**config.mk**
```make
export PLATFORM = sky130hd
export DESIGN_NAME = instr_fetch_buffer_flat
export DESIGN_NICKNAME = d
export VERILOG_FILES = /design/src/rtl/instr_fetch_buffer_if.sv /design/src/rtl/instr_fetch_buffer.sv /design/src/flat_wrapper.sv
export SDC_FILE = /design/constraint.sdc
export NUM_CORES = 1
export LEC_CHECK = 0
export ABC_AREA = 1
export BUFFER_PORTS_ARGS = -buffer_cell sky130_fd_sc_hd__buf_2
export CAP_MARGIN = 20
export CORE_MARGIN = 2
export CORE_UTILIZATION = 40
export CTS_BUF_LIST = sky130_fd_sc_hd__clkbuf_16
export CTS_CLUSTER_DIAMETER = 150
export DETAILED_ROUTE_END_ITERATION = 16
export SYNTH_ARGS = -nofsm -noshare
export SYNTH_HDL_FRONTEND = slang
export SYNTH_SLANG_ARGS = --single-unit
```
**constraint.sdc**
```tcl
create_clock -name clk -period 7.1 [get_ports clk]
set_input_delay 0.355 -clock clk [delete_from_list [all_inputs] [get_ports clk]]
set_output_delay 0.355 -clock clk [all_outputs]
set_load 0.01 [all_outputs]
```
**src/rtl/instr_fetch_buffer_if.sv**
```systemverilog
// Fetch-stage bundle: instruction-memory req/gnt/rvalid port, redirect input
// and the valid/ready instruction output toward the decoder.
interface instr_fetch_buffer_if #(
    parameter int unsigned XLEN = 32
);
    logic            imem_req;
    logic [XLEN-1:0] imem_addr;
    logic            imem_gnt;
    logic            imem_rvalid;
    logic [XLEN-1:0] imem_rdata;
    logic            redirect;
    logic [XLEN-1:0] redirect_pc;
    logic            instr_valid;
    logic            instr_ready;
    logic [XLEN-1:0] instr;
    logic [XLEN-1:0] pc;
    logic [XLEN-1:0] pc_plus4;

    modport master (
        output imem_req, imem_addr, instr_valid, instr, pc, pc_plus4,
        input  imem_gnt, imem_rvalid, imem_rdata, redirect, redirect_pc, instr_ready
    );

    modport slave (
        input  imem_req, imem_addr, instr_valid, instr, pc, pc_plus4,
        output imem_gnt, imem_rvalid, imem_rdata, redirect, redirect_pc, instr_ready
    );
endinterface

```
**src/rtl/instr_fetch_buffer.sv**
```systemverilog
// Fetch stage: owns the fetch PC, issues credit-limited word requests and
// buffers in-order responses; redirects flush the queue and drain stale replies.
module instr_fetch_buffer #(
    parameter int unsigned     XLEN     = 32,
    parameter int unsigned     DEPTH    = 2,
    parameter logic [XLEN-1:0] RESET_PC = '0
) (
    input logic                  clk,
    input logic                  reset,
    instr_fetch_buffer_if.master bus
);
    localparam int unsigned   AW      = $clog2(DEPTH);
    localparam int unsigned   CW      = $clog2(DEPTH + 1);
    localparam logic [CW:0]   DEPTH_S = (CW + 1)'(DEPTH);
    localparam logic [CW-1:0] DEPTH_C = CW'(DEPTH);

    typedef enum logic {RUN, DRAIN} state_e;

    state_e          state_q, state_d;
    logic [XLEN-1:0] fpc_q, fpc_d;
    logic [XLEN-1:0] rpc_q, rpc_d;
    logic [CW-1:0]   out_q, out_d;
    logic [CW-1:0]   drop_q, drop_d;
    logic [CW-1:0]   occ_q, occ_d;
    logic [AW-1:0]   rd_q, rd_d;
    logic [AW-1:0]   wr_q, wr_d;
    logic [XLEN-1:0] instr_mem_q [DEPTH];
    logic [XLEN-1:0] pc_mem_q    [DEPTH];

    logic [CW:0] used;
    logic        credit, req, grant, rsp, push, pop;

    always_comb begin
        used   = {1'b0, occ_q} + {1'b0, out_q};
        credit = used < DEPTH_S;
        // Reset gates the request so it stays low while reset is held.
        req    = reset & (state_q == RUN) & credit & ~bus.redirect;
        grant  = req & bus.imem_gnt;
        rsp    = bus.imem_rvalid & (out_q != '0);
        push   = rsp & (state_q == RUN) & ~bus.redirect & (occ_q != DEPTH_C);
        pop    = (occ_q != '0) & bus.instr_ready & ~bus.redirect;

        out_d  = out_q + CW'(grant) - CW'(rsp);
        fpc_d  = fpc_q;
        rpc_d  = rpc_q;
        occ_d  = occ_q;
        rd_d   = rd_q;
        wr_d   = wr_q;

        if (bus.redirect) begin
            fpc_d = bus.redirect_pc & ~XLEN'(3);
            rpc_d = bus.redirect_pc & ~XLEN'(3);
            occ_d = '0;
            rd_d  = '0;
            wr_d  = '0;
        end else begin
            if (grant) fpc_d = fpc_q + XLEN'(4);
            if (push) begin
                rpc_d = rpc_q + XLEN'(4);
                wr_d  = wr_q + AW'(1);
            end
            if (pop) rd_d = rd_q + AW'(1);
            occ_d = occ_q + CW'(push) - CW'(pop);
        end

        // Every response still owed at a redirect belongs to the old stream.
        if (bus.redirect) begin
            drop_d = out_d;
        end else if (state_q == DRAIN) begin
            drop_d = drop_q - CW'(rsp);
        end else begin
            drop_d = '0;
        end
        state_d = (drop_d != '0) ? DRAIN : RUN;
    end

    always_ff @(posedge clk or negedge reset) begin
        if (!reset) begin
            state_q <= RUN;
            fpc_q   <= RESET_PC;
            rpc_q   <= RESET_PC;
            out_q   <= '0;
            drop_q  <= '0;
            occ_q   <= '0;
            rd_q    <= '0;
            wr_q    <= '0;
            for (int unsigned i = 0; i < DEPTH; i++) begin
                instr_mem_q[i] <= '0;
                pc_mem_q[i]    <= '0;
            end
        end else begin
            state_q <= state_d;
            fpc_q   <= fpc_d;
            rpc_q   <= rpc_d;
            out_q   <= out_d;
            drop_q  <= drop_d;
            occ_q   <= occ_d;
            rd_q    <= rd_d;
            wr_q    <= wr_d;
            if (push) begin
                instr_mem_q[wr_q] <= bus.imem_rdata;
                pc_mem_q[wr_q]    <= rpc_q;
            end
        end
    end

    assign bus.imem_req    = req;
    assign bus.imem_addr   = fpc_q;
    assign bus.instr_valid = occ_q != '0;
    assign bus.instr       = instr_mem_q[rd_q];
    assign bus.pc          = pc_mem_q[rd_q];
    assign bus.pc_plus4    = pc_mem_q[rd_q] + XLEN'(4);
endmodule

```
**src/flat_wrapper.sv**
```systemverilog
// flat-port wrapper written by rule: the top's interface ports become plain ports
module instr_fetch_buffer_flat 
#(
    parameter int unsigned     XLEN     = 32,
    parameter int unsigned     DEPTH    = 2,
    parameter logic [XLEN-1:0] RESET_PC = '0
)
  (clk, reset, bus_imem_req, bus_imem_addr, bus_instr_valid, bus_instr, bus_pc, bus_pc_plus4, bus_imem_gnt, bus_imem_rvalid, bus_imem_rdata, bus_redirect, bus_redirect_pc, bus_instr_ready);
  instr_fetch_buffer_if #(.XLEN(XLEN)) bus_i ();
  input logic clk;
  input logic reset;
  output wire logic [$bits(bus_i.imem_req)-1:0] bus_imem_req;
  output wire logic [$bits(bus_i.imem_addr)-1:0] bus_imem_addr;
  output wire logic [$bits(bus_i.instr_valid)-1:0] bus_instr_valid;
  output wire logic [$bits(bus_i.instr)-1:0] bus_instr;
  output wire logic [$bits(bus_i.pc)-1:0] bus_pc;
  output wire logic [$bits(bus_i.pc_plus4)-1:0] bus_pc_plus4;
  input wire logic [$bits(bus_i.imem_gnt)-1:0] bus_imem_gnt;
  input wire logic [$bits(bus_i.imem_rvalid)-1:0] bus_imem_rvalid;
  input wire logic [$bits(bus_i.imem_rdata)-1:0] bus_imem_rdata;
  input wire logic [$bits(bus_i.redirect)-1:0] bus_redirect;
  input wire logic [$bits(bus_i.redirect_pc)-1:0] bus_redirect_pc;
  input wire logic [$bits(bus_i.instr_ready)-1:0] bus_instr_ready;
  assign bus_imem_req = bus_i.imem_req;
  assign bus_imem_addr = bus_i.imem_addr;
  assign bus_instr_valid = bus_i.instr_valid;
  assign bus_instr = bus_i.instr;
  assign bus_pc = bus_i.pc;
  assign bus_pc_plus4 = bus_i.pc_plus4;
  assign bus_i.imem_gnt = bus_imem_gnt;
  assign bus_i.imem_rvalid = bus_imem_rvalid;
  assign bus_i.imem_rdata = bus_imem_rdata;
  assign bus_i.redirect = bus_redirect;
  assign bus_i.redirect_pc = bus_redirect_pc;
  assign bus_i.instr_ready = bus_instr_ready;
  instr_fetch_buffer #(.XLEN(XLEN), .DEPTH(DEPTH), .RESET_PC(RESET_PC)) u_core (.clk(clk), .reset(reset), .bus(bus_i));
endmodule
```
==> impl_results.md <==
- Status: finished clean
- Hold endpoint: u_core.rpc_q[28]$_DFFE_PN0N_
- CP arrival: 3380 ps
- Reg clk slew, reported paths: 80 ps
- Filler cell count: 2864
- Final worst slack: 3360 ps
- Post-synth top flop: dfrtp_1
- Row count: 60
- Lkg Pwr: 6.67 nW
- Placed Cells: 2064
- Final period util: 52.7%
- Clock buffer depth: 2
- Setup violators final: 0
- HP Class: in -> reg
- Pwr/cell area: 356 mW/mm2
- Placed cell area: 0.0122 mm2
- Root Driver: clkbuf_16
- Hold_sp: bus_redirect_pc[28]
- Core ar.: 0.0270 mm2
- Cells after Synth: 1588
- Die area: 0.0290 mm2
- Synth top area share: 43.7%
- Critical Path End Type: output port
- Hold Crit Depth: 3
- Tmin final: 3740 ps
- Finished Layout Cells: 2099
- Die Ht: 170 um
- Synth cell count leaders: 582 x nand2_1, 193 x dfrtp_1, 168 x inv_1
- Synthesized area per cell: 6.96 um2
- Top-count cell post-synth: nand2_1
- Critical path type: reg -> out
- Worst-Skew Late Latency: 450 ps
- Vias: 10500
- Iteration-0 DRC Markers: 777
- Final RePlAce weighted congestion: 0.909
- Vias in the first global route: 9793
- CTS Sinks: 193
- H-tree depth: 4
- Syn Std Cell Area: 0.0111 mm2
- Max transition margin: 41.9%
- Critical Path Start Type: flip-flop
- Final instance area: 0.0129 mm2
- Top cells by area, synth: dfrtp_1 44%, nand2_1 20%, o21ai_0 7.4%
- DRC viols: 0
- Post-synth EDFFs: 0
- Worst slew pin tran: 870 ps
- Max Transition Viols Final: 0
- Maxcap violations: 0
- R2R Setup Slk: 4150 ps
- CP required: 6740 ps
- FFs w/ async S/R, synth: 100%
- Largest net degree at the start of global routing: 126
- Post-CTS Setup Bufs: 0
- Synthesized flop and latch total: 193
- Layout area overhead: 16.4%
- CTS tree: done
- Seq/Total Area, Yosys: 43.7%
- Pre-Repair DR Iteration Count: 5
- RSZ-0062 raised after global routing: false
- GRT overflow: 0
- Final hold vios: 0
- Share of layout cells above drive strength 1: 15.2%
- Clock skew: 23.1 ps
- Final wirelength: 30.8 mm
- Initial antenna violation count: 0
- # diodes: 0
- Routed vias/inst: 4.98
- Horiz. Die Dim: 170 um
- FF-to-FF Start: u_core.occ_q[1]$_DFF_PN0_
- Final hold slack: 150 ps
- Yosys top cell by area: dfrtp_1
- Total I/O pin count: 200
- Buffers on Ports: 191
- Yosys cell types: 38
- Yosys warns: 0
- Starting Density: 40.9%
- Gr usage total: 21.9%
- DP HPWL: 22.1 mm
- First-pass GRT wire length: 50.4 mm
- Final ANT Viol Nets: 0
- Peak VDD IR: 0.000131 V
- R2R Path End: u_core.state_q$_DFF_PN0_
- Cells on worst reg2reg path: 10
- Layout Nets: 1824
- Pre-CTS setup slack: 3210 ps
- CTS Buf Count: 17
- TNS Setup: 0 ps
- Crit path max fanout: 46
- Fmax: 267 MHz
- Wire length per cell: 14.7 um
-- where the power goes --
group / internal (mW) / switching, mW / total (mW) / leakage [nW]
Sequential: 1.48 / 0.257 / 1.74 / 2.43
Clock: 0.488 / 0.513 / 1.00 / 0.303
Combinational: 0.652 / 1.18 / 1.83 / 3.93
Total: 2.62 / 1.95 / 4.57 / 6.67
-- worst max path at each step --
stage	from	endpoint	slack, ps	cells after the start
6_report	u_core.rd_q$_DFFE_PN0P_	bus_pc_plus4[17]	3360	11
5_1_grt	u_core.rd_q$_DFFE_PN0P_	bus_pc_plus4[17]	3130	11
4_1_cts	u_core.rd_q$_DFFE_PN0P_	bus_pc_plus4[17]	3360	11
3_5_place_dp	bus_redirect	u_core.instr_mem_q[13]$_DFFE_PN0P_	3210	9
3_3_place_gp	bus_redirect	u_core.wr_q$_DFFE_PN0N_	3240	9
2_1_floorplan	u_core.occ_q[1]$_DFF_PN0_	u_core.state_q$_DFF_PN0_	4710	10
-- cell usage in the layout, fill, tap and decap left out, drive strengths merged, types with 2 or more instances in the layout --
master / Yosys / layout
dfrtp: 193 / 193
xor2: 23 / 23
nand4: 16 / 16
and2: 3 / 3
o221ai: 4 / 4
clkinv: 3 / 10
nor3: 6 / 6
clkbuf: 29 / 18
conb: 1 / 6
nor2: 153 / 153
o21ai: 186 / 186
ha: 8 / 8
o211ai: 10 / 10
xnor2: 4 / 4
nand2: 588 / 588
a21oi: 38 / 38
buf: 38 / 198
o21bai: 2 / 2
nand3: 94 / 94
inv: 171 / 179
nand3b: 5 / 5
or2: 4 / 4
a31oi: 4 / 4
-- cell families after synthesis --
kind of cell    share of synthesized area (%)
flops                                    43.7
fa+ha+maj                                1.09
other cells                            0.0339
compound gates                           12.4
xor+xnor                                 2.14
buf+inv                                  9.01
simple gates                             31.7
-- per-layer routing --
metal / global-route usage, % / wire length, um / up-vias
met3: 2.49 / 1560 / 24
li1: - / - / 5314
met4: 6.47 / 403 / 0
met5: 0 / 0 / -
met2: 33.7 / 13500 / 325
met1: 32.3 / 15300 / 4799
-- critical path, stage by stage, from the launching register on --
cell,delay (ps)
dfrtp_2,410
inv_2,630
buf_4,560
nand2_1,130
o21ai_2,160
nand2_1,150
inv_2,80
nand2_1,40
nor2_1,200
nand2_1,90
xor2_1,240
buf_2,180
-- area by class of cell --
cell class	count	area [um2]	area share (%)
clock buffers	17	425	3.31
clock inverters	15	201	1.57
inverters	174	654	5.09
multi-input cells	1159	5260	40.9
flip-flops and latches	193	4830	37.5
well taps	341	427	3.32
repair buffers	200	1070	8.30
-- state kept, by name, summed over array words and instances (netlist names), 2 cells and up --
name,flops
u_core.rpc_q,30
u_core.bus.imem_addr,30
u_core.out_q,2
u_core.instr_mem_q,64
u_core.drop_q,2
u_core.occ_q,2
u_core.pc_mem_q,60
-- what timing repair did --
action,4_1_cts,5_1_grt
endpoints found under the hold margin,35,0
endpoints found under the setup margin,0,0
gates resized for setup,0,0
hold buffers,1,0
-- through the flow --
step	utilization, %	power, mW
2_1_floorplan	-	2.90
3_3_place_gp	45.1	3.54
3_5_place_dp	45.1	3.59
4_1_cts	47.4	4.60
5_1_grt	47.6	4.95
6_report	47.6	4.57
(Power assumes the default switching activity.)
